## src/rtl/joy_ent_select.sv

```systemverilog
// Joystick front end for the VGA draw stage: sync, debounce, press
// detect and a two-state menu that hands a frame-aligned ent_code downstream.
module joy_ent_select #(
  parameter int          DEBOUNCE_CYC = 500_000,
  parameter int          NUM_ENT      = 3,
  parameter logic [1:0]  MENU_CODE    = 2'b11
) (
  input  logic       sys_clk,
  input  logic       sys_reset,
  input  logic [4:0] joy_n,
  input  logic       VGA_VS,
  output logic [1:0] ent_code,
  output logic [1:0] sel_code,
  output logic       running,
  output logic [4:0] joy_evt
);

  localparam int             CW      = $clog2(DEBOUNCE_CYC + 1);
  localparam logic [CW-1:0]  CNT_TOP = CW'(DEBOUNCE_CYC - 1);
  localparam logic [1:0]     LAST    = 2'(NUM_ENT - 1);

  typedef enum logic {
    S_BROWSE,
    S_RUN
  } state_t;

  logic [4:0]    r_joy_s1;
  logic [4:0]    r_joy_s2;
  logic          r_vs_s1;
  logic          r_vs_s2;
  logic          r_vs_d;
  logic [4:0]    r_stable;
  logic [4:0]    r_stable_d;
  logic [CW-1:0] r_cnt [5];
  logic [4:0]    r_evt;

  state_t        r_state;
  logic [1:0]    r_sel;
  logic          r_pend;
  logic [1:0]    r_tgt;
  logic [1:0]    r_ent;

  state_t        w_state_nxt;
  logic [1:0]    w_sel_nxt;
  logic          w_pend_nxt;
  logic [1:0]    w_tgt_nxt;
  logic [1:0]    w_ent_nxt;
  logic          w_frame_start;
  logic          w_fire;
  logic          w_dec;
  logic          w_inc;

  // Two-flop synchronisers for the buttons and vertical sync.
  always_ff @(posedge sys_clk) begin
    if (sys_reset) begin
      r_joy_s1 <= '1;
      r_joy_s2 <= '1;
      r_vs_s1  <= 1'b1;
      r_vs_s2  <= 1'b1;
      r_vs_d   <= 1'b1;
    end else begin
      r_joy_s1 <= joy_n;
      r_joy_s2 <= r_joy_s1;
      r_vs_s1  <= VGA_VS;
      r_vs_s2  <= r_vs_s1;
      r_vs_d   <= r_vs_s2;
    end
  end

  assign w_frame_start = r_vs_d & ~r_vs_s2;

  // Per-line debounce: a change must persist DEBOUNCE_CYC cycles.
  always_ff @(posedge sys_clk) begin
    for (int i = 0; i < 5; i++) begin
      if (sys_reset) begin
        r_cnt[i]    <= '0;
        r_stable[i] <= 1'b1;
      end else if (r_joy_s2[i] == r_stable[i]) begin
        r_cnt[i]    <= '0;
      end else if (r_cnt[i] == CNT_TOP) begin
        r_cnt[i]    <= '0;
        r_stable[i] <= r_joy_s2[i];
      end else begin
        r_cnt[i]    <= r_cnt[i] + CW'(1);
      end
    end
  end

  // Press pulse on the cycle after a debounced 1->0 transition.
  always_ff @(posedge sys_clk) begin
    if (sys_reset) begin
      r_stable_d <= '1;
      r_evt      <= '0;
    end else begin
      r_stable_d <= r_stable;
      r_evt      <= r_stable_d & ~r_stable;
    end
  end

  assign w_fire = r_evt[4];
  assign w_dec  = r_evt[0] | r_evt[2];
  assign w_inc  = r_evt[1] | r_evt[3];

  // Menu next-state; fire beats moves, and beats a same-cycle commit.
  always_comb begin
    w_state_nxt = r_state;
    w_sel_nxt   = r_sel;
    w_pend_nxt  = r_pend;
    w_tgt_nxt   = r_tgt;
    w_ent_nxt   = r_ent;
    unique case (r_state)
      S_BROWSE: begin
        if (w_fire) begin
          w_state_nxt = S_RUN;
          w_pend_nxt  = 1'b1;
          w_tgt_nxt   = r_sel;
        end else if (w_dec && !w_inc) begin
          w_sel_nxt = (r_sel == 2'd0) ? LAST : r_sel - 2'd1;
        end else if (w_inc && !w_dec) begin
          w_sel_nxt = (r_sel == LAST) ? 2'd0 : r_sel + 2'd1;
        end
      end
      S_RUN: begin
        if (w_fire) begin
          w_state_nxt = S_BROWSE;
          w_pend_nxt  = 1'b1;
          w_tgt_nxt   = MENU_CODE;
        end
      end
      default: w_state_nxt = S_BROWSE;
    endcase
    if (!w_fire && w_frame_start && r_pend) begin
      w_ent_nxt  = r_tgt;
      w_pend_nxt = 1'b0;
    end
  end

  // Menu state register.
  always_ff @(posedge sys_clk) begin
    if (sys_reset) begin
      r_state <= S_BROWSE;
      r_sel   <= 2'd0;
      r_pend  <= 1'b0;
      r_tgt   <= MENU_CODE;
      r_ent   <= MENU_CODE;
    end else begin
      r_state <= w_state_nxt;
      r_sel   <= w_sel_nxt;
      r_pend  <= w_pend_nxt;
      r_tgt   <= w_tgt_nxt;
      r_ent   <= w_ent_nxt;
    end
  end

  assign ent_code = r_ent;
  assign sel_code = r_sel;
  assign running  = (r_state == S_RUN);
  assign joy_evt  = r_evt;

endmodule
```

## config.mk

```make
export PLATFORM = sky130hd
export DESIGN_NAME = joy_ent_select
export DESIGN_NICKNAME = d
export VERILOG_FILES = /design/src/rtl/joy_ent_select.sv
export SDC_FILE = /design/constraint.sdc
export NUM_CORES = 1
export LEC_CHECK = 0
export CAP_MARGIN = 0
export CORE_ASPECT_RATIO = 1.5
export CORE_MARGIN = 8
export CORE_UTILIZATION = 56
export DETAILED_ROUTE_END_ITERATION = 12
export GPL_TIMING_DRIVEN = 1
export HOLD_SLACK_MARGIN = 0.02
export MAX_ROUTING_LAYER = met4
export PLACE_DENSITY = 0.76
export SLEW_MARGIN = 0
export SYNTH_ARGS = -nofsm -noshare
export SYNTH_HDL_FRONTEND = slang
export SYNTH_SLANG_ARGS = --single-unit
```

## constraint.sdc

```tcl
create_clock -name sys_clk -period 1.8 [get_ports sys_clk]
set_input_delay 0.36 -clock sys_clk [delete_from_list [all_inputs] [get_ports sys_clk]]
set_output_delay 0.36 -clock sys_clk [all_outputs]
set_load 0.005 [all_outputs]
```

Yosys cells after proc, flatten, opt, wreduce, memory -nomap -nowiden
Memory sizes are Yosys's and may differ from the RTL's.
Cells that the tools add are included.
W data, S select, Z words.
- word-level logic and storage cells: 166
- bits in writable memories: 95
- output and inout port bits: 10
- memories: 1
- input port bits: 8
- register bits: 36
- multiplexer cells: 83
- reductions and logical operators: 17
- eq/ne operators: 13
- add/sub/neg operators: 7
- bitwise operators: 28
- memory list (memory ; depth ; width ; read ports ; clocked after memory_dff ; write ports ; RTL line ; source):
    r_cnt ; 5 ; 19 ; 5 ; 0 ; 5 ; 34 ; logic [CW-1:0] r_cnt [5];
- operators with widths (kind ; number):
    $mux W19 ; 15
    $add A19 B1 Y19 const B ; 5
    $eq A19 B19 Y1 const B ; 5
    $mux W1 ; 60
    $or A1 B1 Y1 ; 17
    $mux W2 ; 6
    $reduce_and A2 Y1 ; 6
    $not A1 Y1 ; 8
    $and A5 B5 Y5 ; 1
    $eq A1 B1 Y1 ; 5
    $not A5 Y5 ; 1
    $logic_and A1 B1 Y1 ; 4
    $ne A2 B2 Y1 const B ; 2
    $pmux W2 S2 ; 1
    $logic_not A1 Y1 ; 3
    $reduce_and A3 Y1 ; 1
    $add A2 B1 Y2 const B ; 1
    $eq A2 B2 Y1 const B ; 1
    $logic_not A2 Y1 ; 1
    $pmux W1 S2 ; 1
    $reduce_bool A2 Y1 ; 1
    $reduce_or A2 Y1 ; 1
    $sub A2 B1 Y2 const B ; 1
    $and A1 B1 Y1 ; 1

Longest topological paths before layout
Gate-level depths: netlist of run 1.
- depth in word-level cells: 7
- gate-level depth with buffers: 6
- depth with buffers taken out: 5

Worst setup path after synthesis of run 1
No wires, ideal clock.
- kind: reg2reg
- from: memory r_cnt[0][0] in the netlist's numbering
- to: memory r_cnt[0][18] in the netlist's numbering (data pin)
- arrival: 1793 ps
- required time: 1652 ps
- period minus slack after synthesis: 1941 ps
- buffers on the path: 0
- stages on the path, launching flop included: 6
- setup time: 148 ps
- slack: -141 ps
- cells stage by stage: edfxtp_1 ha_1 nand4_2 or4_4 or3_1 a21oi_1
- RTL lines (element ; RTL line):
    from (decl) ; 34

==> key figures, run 1 <==
Placed design
  – I/O Buffers: 17
  – DP HPWL: 10200 µm
  – DP Worst Slack: -83.3 ps
  – Routability cong.: 0.884
  – DP Cell Count: 943

Timing
  – Total negative slack: -9.78 ps
  – Hold_ws: 406 ps
  – Minimum clock period: 1810 ps
  – Post-route worst setup slack: -9.29 ps
  – RSZ-0062 raised after global routing: yes
  – Final Max Slew Viols: 0
  – Skew final: 6.29 ps
  – Final setup viols: 2
  – Fmax: 553 MHz
  – Final period utilization: 1.01
  – Hold Fails Final Rpt: 0

Clocking
  – Clock buffer depth: 2
  – Clock sink count: 131
  – Cts-stage hold buffer count: 0
  – Total CTS buffers: 17
  – Worst skew pair latency: 420 ps
  – Htree depth: 4
  – CTS tree: yes
  – Root Driver: clkbuf_16
  – Clk slew on worst S/H paths: 60 ps

Yosys
  – Post-Synth XOR/XNOR Area: 0.0995
  – FFs w/ async S/R, synth: 0
  – Mux contribution to synthesized area: 0.0154
  – Synth Flop Type: edfxtp_1
  – Mapped Avg Cell Area: 10.5 µm²
  – Largest family of logic cells by synthesized area: simple AND/OR/NAND/NOR gates
  – Synth Area in Adders: 0.0211
  – Count of different cell masters after synthesis: 41
  – Compound-cell area share of the yosys netlist: 0.0352
  – Synth Area in Simple Gates: 0.256
  – Synth Register Bits: 131
  – Top cell type by total area after synthesis: edfxtp_1
  – Synthesized instance count: 619
  – Post-Syn Area: 6510 µm²
  – Register area share after synthesis: 0.549
  – Top cells by area, synth: edfxtp_1 (44%), dfxtp_1 (11%), nor2_1 (6.3%), xnor2_1 (5.6%), xor2_1 (4.3%)
  – Post-synth EDFFs: 95
  – Top-area cell type share of the netlist area: 0.438
  – Yosys warns: 0

Outcome
  – Outcome: complete, but fails checks
  – Failing checks: setup timing

Global route
  – First-pass GRT wire length: 22900 µm
  – Total track usage: 0.187
  – Largest net degree at the start of global routing: 18
  – Initial antenna violation count: 0
  – Total congestion overflow: 0
  – Vias in the first global route: 5135

Min path
  – HP Class: reg -> reg

Worst setup path
  – Max FO, Critical Path: 4
  – Crit. End Element: register
  – CP Data Required Time: 1970 ps
  – Startpoint types: register
  – Worst setup path class: reg -> reg
  – Critical path arrival: 1980 ps

Detailed routing
  – Via count of the routed design: 5194
  – Wire per inst: 14.8 µm
  – Drt via density: 5.30
  – Aggregate routed wire length: 14500 µm
  – Pre-Repair DR Iteration Count: 4
  – DR iter-0 viols: 251
  – Post-route ant nets: 0
  – DRC viols: 0

Final layout
  – Finished Layout Cells: 980
  – Share of cells above drive strength 1: 0.202
  – Number of diodes: 0
  – Area Growth Syn to Fin: 31.7%
  – Area of the multi-input gates: 3320 µm²
  – Final nets: 836
  – Seq. cell area: 3580 µm²
  – FILL cells: 759

Floorplan
  – Starting Density: 0.571
  – Core Area: 11400 µm²
  – Die area: 15400 µm²
  – Chip width: 104 µm
  – IO Count: 18
  – Die Height: 148 µm
  – Num rows: 48

Power and ir drop
  – Max VDD drop: 695 µV
  – Leakage power: 3.15 nW
  – Final Power: 7.11 mW
  – PD cells: 829 nW/µm²

Flow run
  – MaxCap Viol Count: 0
per-stage QoR:
| step | area (µm²) | utilization |
|---|---|---|
| finish | 8580 | 0.752 |
| CTS | 8400 | 0.736 |
| global route | 8580 | 0.752 |
| floorplan | 6900 | - |
| global placement | 7800 | 0.684 |
| detailed placement | 7800 | 0.684 |
path summary, 6_finish.rpt:
path / slack (ps) / cells after the start / start / end
hold / removal: 410 / 1 / r_joy_s1[2] / r_joy_s2[2]
setup / recovery: -9 / 4 / r_cnt[2][10] / r_cnt[2][18]
setup reg to reg: -9 / 4 / r_cnt[2][10] / r_cnt[2][18]
hold reg to reg: 410 / 1 / r_joy_s1[2] / r_joy_s2[2]
state kept, by name, summed over array words and instances (netlist names):
signal      count
r_stable        5
r_joy_s1        5
r_vs_s2         1
sel_code        2
r_tgt           2
ent_code        2
r_vs_d          1
r_pend          1
joy_evt         5
r_joy_s2        5
running         1
r_vs_s1         1
r_cnt          95
r_stable_d      5
synthesized netlist by cell type, drive strengths merged (8+ instances only):
| cell type | count |
|---|---|
| a21oi | 14 |
| and3 | 11 |
| o21ai | 13 |
| edfxtp | 95 |
| or3 | 9 |
| nor3 | 10 |
| or2 | 18 |
| nand4 | 36 |
| xor2 | 32 |
| nand2 | 26 |
| ha | 11 |
| inv | 25 |
| nor2 | 110 |
| nand3 | 32 |
| dfxtp | 36 |
| and4 | 8 |
| xnor2 | 42 |
| clkbuf | 11 |
| mux2i | 10 |
| nor4 | 22 |
report_power, final:
group	internal, mW	switching, mW
combinational	0.175	0.190
clock	2.06	1.23
sequential	3.34	0.102
total	5.58	1.53
layout make-up:
| cell class | count | area share |
|---|---|---|
| Sequential cell | 131 | 0.417 |
| Inverter | 25 | 0.0109 |
| Clock inverter | 7 | 0.00452 |
| Timing Repair Buffer | 99 | 0.0954 |
| Multi-Input combinational cell | 543 | 0.387 |
| Clock buffer | 25 | 0.0627 |
| Tap cell | 150 | 0.0219 |
worst max-delay path, stage by stage (launching register included):
cell and delay, ps:
edfxtp_1 410, nand4_1 290, or4_4 630, o21ai_1 150, a21oi_1 80
per-layer routing:
metal,global-route usage,vias up,part of all wire
met5,-,-,0
met4,0.0996,0,0.029
met3,0.0372,39,0.027
met2,0.350,99,0.55
met1,0.177,2518,0.39
li1,-,2538,-
cells by family after synthesis:
logic type | Yosys count
AOI/OAI and AO/OA | 39
other | 1
DFF | 131
adders and majority gates | 11
buffers and inverters | 39
and+or+nand+nor | 314
muxes | 10
xor gates and xnor gates | 74
placed cells by master (no fill, tap or decap), types with 4 or more instances in the layout:
cell and instances:
a21oi_1 13, and2_1 6, and3_1 11, and4_1 7
buf_4 78, clkbuf_16 19, clkbuf_8 4, clkdlybuf4s50_1 17
clkinv_2 4, conb_1 95, dfxtp_1 33, edfxtp_1 95
ha_1 8, inv_1 25, mux2i_1 10, nand2_1 26
nand3_1 31, nand4_1 34, nor2_1 103, nor2_2 4
nor3_1 10, nor3b_1 4, nor4_1 13, nor4_2 7
nor4b_1 4, o21ai_0 9, o31ai_1 4, or2_2 16
or3_1 7, or4_1 4, xnor2_1 41, xor2_1 32
repair_timing:
action / in CTS / in global routing
resized for setup: 5 / 34
endpoints found under the setup margin: 16 / 56
buffers inserted: 0 / 5
pin swaps: 4 / 14
No activity file was read; power rests on OpenSTA's default activity.
==> run 2: changes to the inputs <==
--- a/config.mk
+++ b/config.mk
@@ -5,7 +5,7 @@
 export SDC_FILE = /design/constraint.sdc
 export NUM_CORES = 1
 export LEC_CHECK = 0
-export CAP_MARGIN = 0
+export CAP_MARGIN = 20
 export CORE_ASPECT_RATIO = 1.5
 export CORE_MARGIN = 8
 export CORE_UTILIZATION = 56
@@ -14,7 +14,7 @@
 export HOLD_SLACK_MARGIN = 0.02
 export MAX_ROUTING_LAYER = met4
 export PLACE_DENSITY = 0.76
-export SLEW_MARGIN = 0
+export SLEW_MARGIN = 10
 export SYNTH_ARGS = -nofsm -noshare
 export SYNTH_HDL_FRONTEND = slang
 export SYNTH_SLANG_ARGS = --single-unit
==> results of run 2 <==
Final layout, timing and power as in run 1 (identical DEF).
==> run 3: changes to the inputs <==
--- a/config.mk
+++ b/config.mk
@@ -10,6 +10,7 @@
 export CORE_MARGIN = 8
 export CORE_UTILIZATION = 56
 export DETAILED_ROUTE_END_ITERATION = 12
+export GPL_ROUTABILITY_DRIVEN = 0
 export GPL_TIMING_DRIVEN = 1
 export HOLD_SLACK_MARGIN = 0.02
 export MAX_ROUTING_LAYER = met4
==> results of run 3 <==
Final layout, timing and power as in run 1 (identical DEF).
